File: src/rtl/mem_stage_lsu.sv
// MEM pipeline stage: DC->MEM payload register, variable-latency load response FSM
// and load data extraction. Define MEM_STAGE_FWD_EN to add the MEM-stage forwarding outputs.
module mem_stage_lsu #(
  parameter int PC_W      = 32,
  parameter int RF_ADDR_W = 5,
  parameter int STALL_W   = 7,
  parameter int STAGE     = 5
) (
  input  logic                 clk,
  input  logic                 rst,
  input  logic                 flush,
  input  logic [STALL_W-1:0]   stall,
  input  logic [PC_W-1:0]      pc_i,
  input  logic                 ram_en_i,
  input  logic [3:0]           ram_wen_i,
  input  logic [2:0]           load_type_i,
  input  logic                 sel_rf_res_i,
  input  logic                 rf_we_i,
  input  logic [RF_ADDR_W-1:0] rf_waddr_i,
  input  logic [31:0]          alu_result_i,
  input  logic                 data_ok,
  input  logic [31:0]          data_rdata,
  output logic                 stallreq_mem,
  output logic [PC_W-1:0]      wb_pc,
  output logic                 wb_rf_we,
  output logic [RF_ADDR_W-1:0] wb_rf_waddr,
  output logic [31:0]          wb_rf_wdata
`ifdef MEM_STAGE_FWD_EN
  ,
  output logic                 mem_fwd_we,
  output logic [RF_ADDR_W-1:0] mem_fwd_waddr,
  output logic [31:0]          mem_fwd_wdata,
  output logic                 mem_fwd_load_pending
`endif
);

  localparam logic [1:0] S_IDLE  = 2'd0;
  localparam logic [1:0] S_WAIT  = 2'd1;
  localparam logic [1:0] S_HOLD  = 2'd2;
  localparam logic [1:0] S_DRAIN = 2'd3;

  logic                 advance;
  logic                 bubble;
  logic                 load_cap;
  logic                 unused_stall;

  logic [PC_W-1:0]      pc_q;
  logic [2:0]           load_type_q;
  logic                 sel_q;
  logic                 rf_we_q;
  logic [RF_ADDR_W-1:0] waddr_q;
  logic [31:0]          alu_q;

  logic [1:0]           state_q, state_d;
  logic [31:0]          buf_q, buf_d;
  logic                 pend_q, pend_d;

  logic [31:0]          raw;
  logic [7:0]           byte_v;
  logic [15:0]          half_v;
  logic [31:0]          ext;
  logic                 load_waiting;

  assign advance      = ~stall[STAGE];
  assign bubble       = stall[STAGE] & ~stall[STAGE+1];
  assign load_cap     = advance & ~flush & ram_en_i & (ram_wen_i == 4'b0000);
  assign unused_stall = ^stall;

  always_ff @(posedge clk) begin
    if (rst || flush || bubble) begin
      pc_q        <= '0;
      load_type_q <= '0;
      sel_q       <= 1'b0;
      rf_we_q     <= 1'b0;
      waddr_q     <= '0;
      alu_q       <= '0;
    end else if (advance) begin
      pc_q        <= pc_i;
      load_type_q <= load_type_i;
      sel_q       <= sel_rf_res_i;
      rf_we_q     <= rf_we_i;
      waddr_q     <= rf_waddr_i;
      alu_q       <= alu_result_i;
    end
  end

  always_comb begin
    state_d = state_q;
    buf_d   = buf_q;
    pend_d  = 1'b0;
    case (state_q)
      S_IDLE: if (load_cap) state_d = S_WAIT;
      S_WAIT: begin
        if (flush) begin
          state_d = data_ok ? S_IDLE : S_DRAIN;
        end else if (data_ok) begin
          if (advance) begin
            state_d = load_cap ? S_WAIT : S_IDLE;
          end else begin
            buf_d   = data_rdata;
            state_d = S_HOLD;
          end
        end
      end
      S_HOLD: begin
        if (flush || bubble) state_d = S_IDLE;
        else if (advance)    state_d = load_cap ? S_WAIT : S_IDLE;
      end
      S_DRAIN: begin
        // pend_q marks a load captured while the stale response is still in flight
        if (data_ok) state_d = ((pend_q & ~flush) | load_cap) ? S_WAIT : S_IDLE;
        else         pend_d  = ~flush & (pend_q | load_cap);
      end
      default: state_d = S_IDLE;
    endcase
  end

  always_ff @(posedge clk) begin
    if (rst) begin
      state_q <= S_IDLE;
      buf_q   <= '0;
      pend_q  <= 1'b0;
    end else begin
      state_q <= state_d;
      buf_q   <= buf_d;
      pend_q  <= pend_d;
    end
  end

  always_comb begin
    raw    = (state_q == S_HOLD) ? buf_q : data_rdata;
    byte_v = raw[{alu_q[1:0], 3'b000} +: 8];
    half_v = raw[{alu_q[1], 4'b0000} +: 16];
    case (load_type_q)
      3'd1:    ext = {{24{byte_v[7]}}, byte_v};
      3'd2:    ext = {24'b0, byte_v};
      3'd3:    ext = {{16{half_v[15]}}, half_v};
      3'd4:    ext = {16'b0, half_v};
      default: ext = raw;
    endcase
  end

  assign load_waiting = (state_q == S_WAIT) & ~data_ok;
  assign stallreq_mem = load_waiting;
  assign wb_pc        = pc_q;
  assign wb_rf_we     = rf_we_q & ~load_waiting;
  assign wb_rf_waddr  = waddr_q;
  assign wb_rf_wdata  = sel_q ? ext : alu_q;

`ifdef MEM_STAGE_FWD_EN
  assign mem_fwd_we           = wb_rf_we;
  assign mem_fwd_waddr        = wb_rf_waddr;
  assign mem_fwd_wdata        = wb_rf_wdata;
  assign mem_fwd_load_pending = load_waiting;
`endif

endmodule

File: config.mk
export PLATFORM = sky130hd
export DESIGN_NAME = mem_stage_lsu
export DESIGN_NICKNAME = d
export VERILOG_FILES = /design/src/rtl/mem_stage_lsu.sv
export SDC_FILE = /design/constraint.sdc
export NUM_CORES = 1
export LEC_CHECK = 0
export CAP_MARGIN = 20
export CORE_UTILIZATION = 48
export DETAILED_ROUTE_END_ITERATION = 8
export MAX_ROUTING_LAYER = met4
export PLACE_DENSITY = 0.92
export SYNTH_ARGS = -nofsm -noshare
export SYNTH_HDL_FRONTEND = slang
export SYNTH_SLANG_ARGS = --single-unit
export TNS_END_PERCENT = 20
File: constraint.sdc
create_clock -name clk -period 5.7 [get_ports clk]
set_input_delay 0.57 -clock clk [delete_from_list [all_inputs] [get_ports clk]]
set_output_delay 0.57 -clock clk [all_outputs]
set_load 0.05 [all_outputs]
==> results of run 1 <==
area by class of cell:
| cell class | instances | share of cell area |
|---|---|---|
| repair buffers | 193 | 0.2598 |
| inverters | 6 | 0.003056 |
| flip-flops and latches | 109 | 0.2961 |
| well taps | 136 | 0.02309 |
| clock inverters | 5 | 0.005603 |
| clock buffers | 11 | 0.02054 |
| multi-input cells | 458 | 0.3919 |
kinds of logic (layout without fill, tap and decap cells):
family | after synthesis | after routing | synth area share
buffers and inverters | 53 | 215 | 0.04332
and+or+nand+nor | 213 | 213 | 0.1655
xor gates and xnor gates | 1 | 1 | 0.001657
AOI/OAI and AO/OA | 133 | 133 | 0.1652
DFF | 109 | 109 | 0.4129
muxes | 111 | 111 | 0.2114
routing by layer:
metal  routed length, µm  up-vias  global-route usage
met5                   0        -                   -
li1                    -     2473                   -
met1                6498     2414              0.3407
met3                1419       50             0.06140
met2                7482      266              0.4728
met4                 568        0              0.1252
path summary, 6_finish.rpt:
path | start | endpoint | cells past startpoint
worst max-delay path | state_q[0]$_SDFFE_PP0P_ | wb_rf_wdata[1] | 7
worst min-delay path | buf_q[17]$_SDFFE_PP0P_ | buf_q[17]$_SDFFE_PP0P_ | 2
worst max register to register | state_q[1]$_SDFFE_PP0P_ | buf_q[28]$_SDFFE_PP0P_ | 4
worst min register to register | buf_q[17]$_SDFFE_PP0P_ | buf_q[17]$_SDFFE_PP0P_ | 2
cell usage after synthesis, drive strengths merged, types with 2 or more instances:
cell type and instances:
a221o 2, buf 15, mux2 2, nor2b 3
a21oi 63, nor2 110, and2 3, a211oi 6
o32ai 8, o21a 6, nand3 4, nand2b 4
o2bb2ai 3, nor4bb 2, clkinv 2, o32a 3
o22a 16, nand2 77, nor4 2, clkbuf 32
or2 2, nand3b 2, dfxtp 109, inv 4
mux2i 109, o22ai 10, o21ai 9, o211ai 2
stage by stage:
stage / setup WS (ps) / instances
CTS: 1677 / 918
finish: 1667 / 918
global placement: 1834 / 902
detailed placement: 1809 / 902
floorplan: 2724 / 620
global route: 1400 / 918
flip-flops by register name, indices dropped and copies added (netlist names), 2 cells and up:
| name | cells |
|---|---|
| state_q | 2 |
| wb_rf_waddr | 5 |
| alu_q | 32 |
| wb_pc | 32 |
| buf_q | 32 |
| load_type_q | 3 |
cell usage in the layout (no fill, tap or decap), types with 2 or more instances in the layout:
cell | Yosys | routed
nor4_1 | 2 | 2
o21a_1 | 6 | 6
nor2_1 | 110 | 110
or2_2 | 2 | 2
clkinv_1 | 2 | 2
nand3_1 | 4 | 4
o32ai_1 | 8 | 8
inv_1 | 4 | 4
o22a_1 | 16 | 16
nand2_1 | 77 | 77
nand2b_1 | 4 | 3
o21ai_0 | 9 | 8
inv_6 | 0 | 2
buf_4 | 2 | 7
mux2i_1 | 109 | 109
nand3b_1 | 2 | 2
nor4bb_1 | 2 | 2
a221o_1 | 2 | 2
a211oi_1 | 6 | 6
o211ai_1 | 2 | 2
clkdlybuf4s50_1 | 0 | 186
dfxtp_1 | 109 | 109
nor2b_1 | 3 | 3
and2_1 | 3 | 3
o32a_1 | 3 | 3
o2bb2ai_1 | 3 | 3
o22ai_1 | 10 | 10
a21oi_1 | 63 | 63
clkbuf_8 | 0 | 11
worst reg2reg max path, cell delays in order, from the launching register on:
cell and delay (ps):
dfxtp_1 460, nand3b_1 180, or2_2 520, nand2_1 130
a21oi_1 200
report_power, final:
group / total, mW / leakage (nW) / switching (mW) / internal [mW]
logic: 0.331 / 1.99 / 0.178 / 0.154
clock network: 0.458 / 0.0983 / 0.269 / 0.189
registers: 0.786 / 0.883 / 0.0107 / 0.776
==> results.py, run 1 <==
metrics = {
    "yosys": {
        "synth_ff_type": "dfxtp_1",
        "yosys_warnings": 0,
        "avgSynthCellArea_um2": 8.524,
        "yosysSeqAreaShare": 0.4129,
        "ys_types": 43,
        "synth_fp_nets": 742,
        "synth_edf_count": 0,
        "yosys.area.top_type_share": 0.4129,
        "synth_area_leaders": "dfxtp_1, mux2i_1, nor2_1",
        "async_flop_share": 0,
        "ys_ff_latch": 109,
        "syn_area_um2": 5285,
        "synth_top_area_cell": "dfxtp_1",
        "synthCells": 620,
    },
    "power_and_ir_drop": {
        "p_leak_nw": 2.967,
        "power.density_cell_area_nw_per_um2": 213.8,
        "p_total_mw": 1.576,
        "vdd_ir_drop_max_uv": 151.0,
    },
    "routing": {
        "drc_errors": 0,
        "viasPerCell": 5.668,
        "ant_nets": 0,
        "dr.pass1.iters": 5,
        "post_drt_wl_per_cell_um": 17.39,
        "drt_iter0_markers": 489,
        "vias": 5203,
        "wl_um": 15970,
    },
    "placed_design": {
        "placed_area_um2": 7177,
        "port_buffers": 187,
        "hpwl_um": 11610,
        "gp_congestion": 0.8967,
    },
    "finish": {
        "layout-drive-gt1-share": 0.03964,
        "fin_area_um2": 7370,
        "seqCellArea_um2": 2182,
        "finish.utilization": 0.7013,
        "diodes": 0,
        "multi_input_comb_area_um2": 2888,
        "num-fill-cells": 823,
        "nets": 899,
        "syn2layout_area_growth_pct": 39.44,
    },
    "timing": {
        "max_freq_mhz": 248.0,
        "worst_pin_slew_ps": 1028,
        "drv_slew": 0,
        "finalCritPeriodShare": 0.7075,
        "setup_violations": 0,
        "hold_viol_final": 0,
        "fin_setup_tns_ps": 0,
        "max_slew_margin": 0.3149,
        "rsz0062_at_grt": "false",
        "clock_skew_ps": 9.068,
        "whs_ps": 461.0,
        "post-route-min-period_ps": 4033,
    },
    "clock_network": {
        "h-tree-depth": 3,
        "postCtsHoldBufs": 0,
        "clock_path_buffers": 2,
        "cts_tree": "done",
        "numCtsBuffers": 9,
        "worstSkewPairLatency_ps": 360,
        "cts-root-buf": "clkbuf_8",
        "postCtsSetupBuffers": 0,
        "path_clk_slew_ps": 100,
        "numClockSinks": 109,
        "ctsResizeCount": 0,
    },
    "global_routing": {
        "overflow": 0,
        "antenna_found_initial": 0,
        "grt_pass1_vias": 5206,
        "grt_first_pass_wirelength_um": 24940,
        "grtUsageTotal": 0.2880,
        "grt_max_degree": 75,
    },
    "die": {
        "die_h_um": 106.9,
        "initial_utilization": 0.5029,
        "core_um2": 10510,
        "die_w_um": 106.9,
        "die_area_um2": 11430,
        "rows": 37,
        "io_pins": 193,
    },
    "setup_path": {
        "path_class": "reg2out",
        "crit_chain": "nand2b_2 -> buf_4 -> mux2i_1 -> o21a_1 -> a211oi_1 -> o32a_1 -> clkdlybuf4s50_1",
        "slowest_stage": "clkdlybuf4s50_1",
        "max_stage_delay_ps": 720,
        "critical-path-top-delay-family": "buffers and inverters",
        "crit_path_end_kind": "output pin",
        "required_ps": 5130,
        "critPathBufInv": 2,
        "cp-start-kind": "register",
        "path_max_fanout": 22,
        "cp.arrival_ps": 3460,
        "r2r_slack_ps": 4150,
    },
    "run_status": {
        "status": "finished clean",
    },
    "worst_hold_path": {
        "hp-class": "reg2reg",
    },
    "job": {
        "maxCapViolations": 0,
    },
}
Power figures use the tool's default switching activity.
==> inputs of run 2 (changes only) <==
--- a/config.mk
+++ b/config.mk
@@ -6,10 +6,10 @@
 export NUM_CORES = 1
 export LEC_CHECK = 0
 export CAP_MARGIN = 20
-export CORE_UTILIZATION = 48
+export CORE_UTILIZATION = 41
 export DETAILED_ROUTE_END_ITERATION = 8
 export MAX_ROUTING_LAYER = met4
-export PLACE_DENSITY = 0.92
+export PLACE_DENSITY = 0.85
 export SYNTH_ARGS = -nofsm -noshare
 export SYNTH_HDL_FRONTEND = slang
 export SYNTH_SLANG_ARGS = --single-unit
==> constraint.sdc (replaced) <==
create_clock -name clk -period 3.7 [get_ports clk]
set_input_delay 0.37 -clock clk [delete_from_list [all_inputs] [get_ports clk]]
set_output_delay 0.37 -clock clk [all_outputs]
set_load 0.05 [all_outputs]
==> results.py, run 2 (synthesized netlist as in run 1, its figures left out) <==
metrics = {
    "clock_network": {
        "worstSkewPairLatency_ps": 350,
        "postCtsSetupBuffers": 0,
        "path_clk_slew_ps": 70,
        "h-tree-depth": 3,
        "ctsResizeCount": 0,
        "postCtsHoldBufs": 0,
        "numCtsBuffers": 9,
        "cts_tree": "done",
        "cts-root-buf": "clkbuf_16",
        "numClockSinks": 109,
        "clock_path_buffers": 2,
    },
    "setup_path": {
        "r2r_slack_ps": 2090,
        "worstReg2RegEnd": "buf_q[11]$_SDFFE_PP0P_",
        "cp-start-kind": "register",
        "path_max_fanout": 11,
        "slowest_stage": "clkdlybuf4s50_1",
        "r2r_start": "state_q[1]$_SDFFE_PP0P_",
        "required_ps": 3330,
        "path_class": "reg2out",
        "reg2reg_depth": 4,
        "cp.arrival_ps": 3130,
        "max_stage_delay_ps": 710,
        "crit_path_end_kind": "output pin",
        "crit_chain": "nand2b_2 -> buf_4 -> mux2i_1 -> o21ai_0 -> a21oi_1 -> o2bb2ai_1 -> clkdlybuf4s50_1",
    },
    "power_and_ir_drop": {
        "power_switching_mw": 0.7264,
        "p_int_mw": 1.976,
        "pwr-share-seq": 0.448,
        "pwr-share-comb": 0.204,
        "netSwitchingFraction": 0.2688,
        "vdd_ir_drop_max_uv": 350.2,
        "p_leak_nw": 3.180,
        "power_frac_clock": 0.348,
        "power.density_cell_area_nw_per_um2": 345.2,
    },
    "finish": {
        "nets": 909,
        "syn2layout_area_growth_pct": 48.13,
        "layout-drive-gt1-share": 0.08207,
        "most-common-layout-cells": "clkdlybuf4s50_1, nor2_1, mux2i_1, dfxtp_1, nand2_1",
        "finish.utilization": 0.6229,
        "layout_commonest_cell": "clkdlybuf4s50_1",
        "diodes": 0,
        "num-fill-cells": 1050,
    },
    "placed_design": {
        "port_buffers": 187,
        "hpwl_um": 12020,
        "gp_congestion": 0.8309,
    },
    "die": {
        "core_um2": 12570,
        "die_area_um2": 13350,
        "die_w_um": 115.5,
        "io_pins": 193,
        "die_h_um": 115.5,
        "initial_utilization": 0.4205,
        "rows": 41,
    },
    "timing": {
        "clock_skew_ps": 8.204,
        "post-route-min-period_ps": 3503,
        "finalCritPeriodShare": 0.9468,
        "rsz0062_at_grt": "false",
        "max_freq_mhz": 285.5,
        "fin_setup_tns_ps": 0,
        "setup_violations": 0,
        "hold_viol_final": 0,
        "drv_slew": 0,
        "worst_pin_slew_ps": 1078,
        "max_slew_margin": 0.2810,
    },
    "worst_hold_path": {
        "hp-class": "in2reg",
        "hold_depth": 3,
        "min_to": "alu_q[24]$_SDFFE_PP0N_",
        "worstHoldStart": "stall[5]",
    },
    "global_routing": {
        "grtUsageTotal": 0.2570,
        "grt_max_degree": 65,
        "antenna_found_initial": 0,
        "overflow": 0,
        "grt_first_pass_wirelength_um": 25190,
        "grt_pass1_vias": 5034,
    },
    "routing": {
        "drc_errors": 2,
        "post_drt_wl_per_cell_um": 16.95,
        "drt_iter0_markers": 475,
        "vias": 5114,
        "wl_um": 16340,
        "viasPerCell": 5.305,
        "ant_nets": 0,
        "dr.pass1.iters": 7,
    },
    "run_status": {
        "violations": "DRC",
        "status": "complete, but fails checks",
    },
    "job": {
        "maxCapViolations": 0,
    },
}
run 2: changes by cell type in the layout (fill, tap and decap cells not counted):
cell,before,now
clkbuf_1,0,1
inv_6,2,0
clkinvlp_4,1,0
clkinv_2,1,2
clkbuf_16,0,9
nor2_2,0,1
buf_4,7,17
nor2_1,110,109
clkdlybuf4s50_1,186,162
clkbuf_8,11,3
inv_8,1,0
clkinv_4,0,1
buf_12,0,24
run 2: power groups by stage:
stage	registers [mW]	clock network [mW]	logic (mW)
floorplan	1.27	0	0.239
global placement	1.24	0	0.545
detailed placement	1.24	0	0.550
CTS	1.21	0.962	0.552
global route	1.21	1.00	0.582
finish	1.21	0.941	0.552
run 2: how the worst max path moves through the flow:
stage	depth (start not counted)	start	endpoint	slack [ps]
2_1_floorplan	6	state_q[0]$_SDFFE_PP0P_	wb_rf_wdata[10]	920
3_3_place_gp	7	state_q[0]$_SDFFE_PP0P_	wb_rf_wdata[1]	640
3_5_place_dp	7	state_q[0]$_SDFFE_PP0P_	wb_rf_wdata[6]	620
4_1_cts	7	state_q[0]$_SDFFE_PP0P_	wb_rf_wdata[6]	220
5_1_grt	7	state_q[0]$_SDFFE_PP0P_	wb_rf_wdata[1]	90
6_report	7	state_q[0]$_SDFFE_PP0P_	wb_rf_wdata[6]	200
run 2: layout make-up:
type / instances / area, µm² / share of cell area
multi-input combinational: 458 / 2890 / 0.3692
timing repair buffer: 203 / 2230 / 0.2848
sequential: 109 / 2182 / 0.2787
clock buffer: 13 / 270.3 / 0.03452
tap: 172 / 215.2 / 0.02749
inverter: 6 / 22.52 / 0.002877
clock inverter: 3 / 18.77 / 0.002397
run 2: critical path, delay by kind of cell (launching register included):
kind / cells / cell delay, ps
AO/OA/AOI/OAI: 3 / 580
flip-flops: 1 / 390
buffers and inverters: 2 / 1000
AND/OR/NAND/NOR: 1 / 350
multiplexers: 1 / 470
run 2: through the flow:
stage	area [µm²]	std cells	hold WS, ps	power, mW	setup slack, ps
floorplan	5285	620	435.7	1.509	923.8
global placement	7540	948	441.0	1.780	643.4
detailed placement	7540	948	445.6	1.787	618.5
CTS	7829	964	437.9	2.724	217.4
global route	7829	964	447.8	2.797	88.93
finish	7829	964	445.1	2.702	196.8
run 2: routing by layer:
metal | track usage | up-vias | share of wire
met5 | - | - | 0
met2 | 0.4192 | 225 | 0.48
met4 | 0.1126 | 0 | 0.030
met3 | 0.06381 | 30 | 0.084
li1 | - | 2501 | -
met1 | 0.2990 | 2358 | 0.41
==> inputs of run 3 (changes only) <==
==> constraint.sdc (replaced) <==
create_clock -name clk -period 3.2 [get_ports clk]
set_input_delay 0.32 -clock clk [delete_from_list [all_inputs] [get_ports clk]]
set_output_delay 0.32 -clock clk [all_outputs]
set_load 0.05 [all_outputs]
==> results.py, run 3 (synthesized netlist as in run 1, its figures left out) <==
metrics = {
    "run_status": {
        "status": "complete, but fails checks",
        "violations": "DRC",
    },
    "clock_network": {
        "h-tree-depth": 3,
        "postCtsSetupBuffers": 0,
        "path_clk_slew_ps": 70,
        "ctsResizeCount": 0,
        "numCtsBuffers": 9,
        "numClockSinks": 109,
        "clock_path_buffers": 2,
        "worstSkewPairLatency_ps": 350,
        "cts-root-buf": "clkbuf_16",
        "postCtsHoldBufs": 0,
        "cts_tree": "done",
    },
    "finish": {
        "layout-drive-gt1-share": 0.08976,
        "final_cells": 963,
        "layout_commonest_cell": "clkdlybuf4s50_1",
        "nets": 908,
        "most-common-layout-cells": "clkdlybuf4s50_1, nor2_1, mux2i_1, dfxtp_1, nand2_1",
        "syn2layout_area_growth_pct": 47.96,
        "diodes": 0,
    },
    "routing": {
        "ant_nets": 0,
        "post_drt_wl_per_cell_um": 16.94,
        "drt_iter0_markers": 364,
        "dr.pass1.iters": 7,
        "viasPerCell": 5.321,
        "wl_um": 16310,
        "vias": 5124,
        "drc_errors": 2,
    },
    "timing": {
        "setup_violations": 0,
        "max_slew_margin": 0.3204,
        "max_freq_mhz": 334.2,
        "finalCritPeriodShare": 0.9351,
        "drv_slew": 0,
        "post-route-min-period_ps": 2992,
        "rsz0062_at_grt": "false",
        "fin_setup_tns_ps": 0,
        "worst_pin_slew_ps": 1016,
        "clock_skew_ps": 10.91,
        "hold_viol_final": 0,
    },
    "setup_path": {
        "r2r_start": "state_q[1]$_SDFFE_PP0P_",
        "slowest_stage": "dfxtp_1",
        "required_ps": 2880,
        "path_max_fanout": 10,
        "cp.arrival_ps": 2670,
        "critPathBufInv": 2,
        "path_class": "reg2out",
        "cp-start-kind": "register",
        "max_stage_delay_ps": 600,
        "startpoint": "alu_q[1]$_SDFFE_PP0N_",
        "crit_chain": "mux2i_1 -> mux2_4 -> or4_4 -> nor3b_1 -> buf_4 -> a21oi_1 -> buf_12",
        "critical-path-top-delay-family": "simple AND/OR/NAND/NOR gates",
        "crit_path_end_kind": "output pin",
    },
    "placed_design": {
        "hpwl_um": 12070,
        "dp_cells": 947,
        "gp_congestion": 0.8922,
        "port_buffers": 187,
    },
    "power_and_ir_drop": {
        "vdd_ir_drop_max_uv": 307.3,
        "netSwitchingFraction": 0.2713,
        "pwr-share-seq": 0.455,
        "p_total_mw": 3.078,
        "pwr-share-comb": 0.207,
        "power_frac_clock": 0.337,
        "p_int_mw": 2.243,
        "power.density_cell_area_nw_per_um2": 393.6,
        "power_switching_mw": 0.8349,
        "p_leak_nw": 3.193,
    },
    "global_routing": {
        "grtUsageTotal": 0.2545,
        "antenna_found_initial": 0,
        "grt_pass1_vias": 4858,
        "overflow": 0,
        "grt_max_degree": 47,
        "grt_first_pass_wirelength_um": 24620,
    },
    "die": {
        "io_pins": 193,
        "core_um2": 12570,
        "die_h_um": 115.5,
        "rows": 41,
        "initial_utilization": 0.4205,
        "die_w_um": 115.5,
        "die_area_um2": 13350,
    },
    "worst_hold_path": {
        "worstHoldStart": "stall[5]",
        "hp-class": "in2reg",
    },
    "job": {
        "maxCapViolations": 0,
    },
}
==> run 3: changes by cell type in the layout (fill, tap and decap cells not counted) <==
| cell | change |
|---|---|
| clkbuf_8 | -2 |
| buf_12 | +3 |
| buf_4 | +4 |
| clkdlybuf4s50_1 | -8 |
| clkinv_2 | +1 |
| clkbuf_1 | +1 |
==> run 3: cell type report <==
type | instances | area [µm²]
clock inverters | 4 | 23.77
repair buffers | 202 | 2240
inverters | 6 | 22.52
multi-input cells | 458 | 2890
flip-flops and latches | 109 | 2182
clock buffers | 12 | 246.5
well taps | 172 | 215.2
fillers | 1082 | 4748
==> run 3: path summary, 6_finish.rpt <==
path,slack [ps],cells past startpoint,end
worst min-delay path,340,3,alu_q[24]$_SDFFE_PP0N_
worst min register to register,450,2,buf_q[10]$_SDFFE_PP0P_
worst max register to register,1660,4,buf_q[11]$_SDFFE_PP0P_
worst max-delay path,210,7,wb_rf_wdata[9]
==> run 3: layer usage <==
| metal | GRT usage | wire [µm] | part of all wire |
|---|---|---|---|
| met1 | 0.2918 | 6693 | 0.41 |
| met4 | 0.1290 | 539 | 0.033 |
| met5 | - | 0 | 0 |
| met3 | 0.07061 | 1465 | 0.090 |
| met2 | 0.4068 | 7613 | 0.47 |
==> run 3: worst reg2reg max path: cells and delay by family, from the launching register on <==
family           cells  cell delay, ps
AND/OR/NAND/NOR      3             890
AO/OA/AOI/OAI        1             160
flip-flops           1             420
==> run 3: power groups by stage <==
stage	registers [mW]	logic (mW)	clock network [mW]
2_1_floorplan	1.47	0.276	0
3_3_place_gp	1.43	0.632	0
3_5_place_dp	1.43	0.638	0
4_1_cts	1.40	0.640	1.07
5_1_grt	1.40	0.673	1.13
6_report	1.40	0.638	1.04
==> run 3: through the flow <==
step           setup WS, ps  cell area (µm²)  hold WS (ps)  utilization
2_1_floorplan         473.8             5285         435.7            -
3_3_place_gp          418.2             7550         440.8       0.6007
3_5_place_dp          397.6             7550         445.8       0.6007
4_1_cts               214.5             7820         324.4       0.6222
5_1_grt               89.66             7820         339.1       0.6222
6_report              207.5             7820         338.5       0.6222
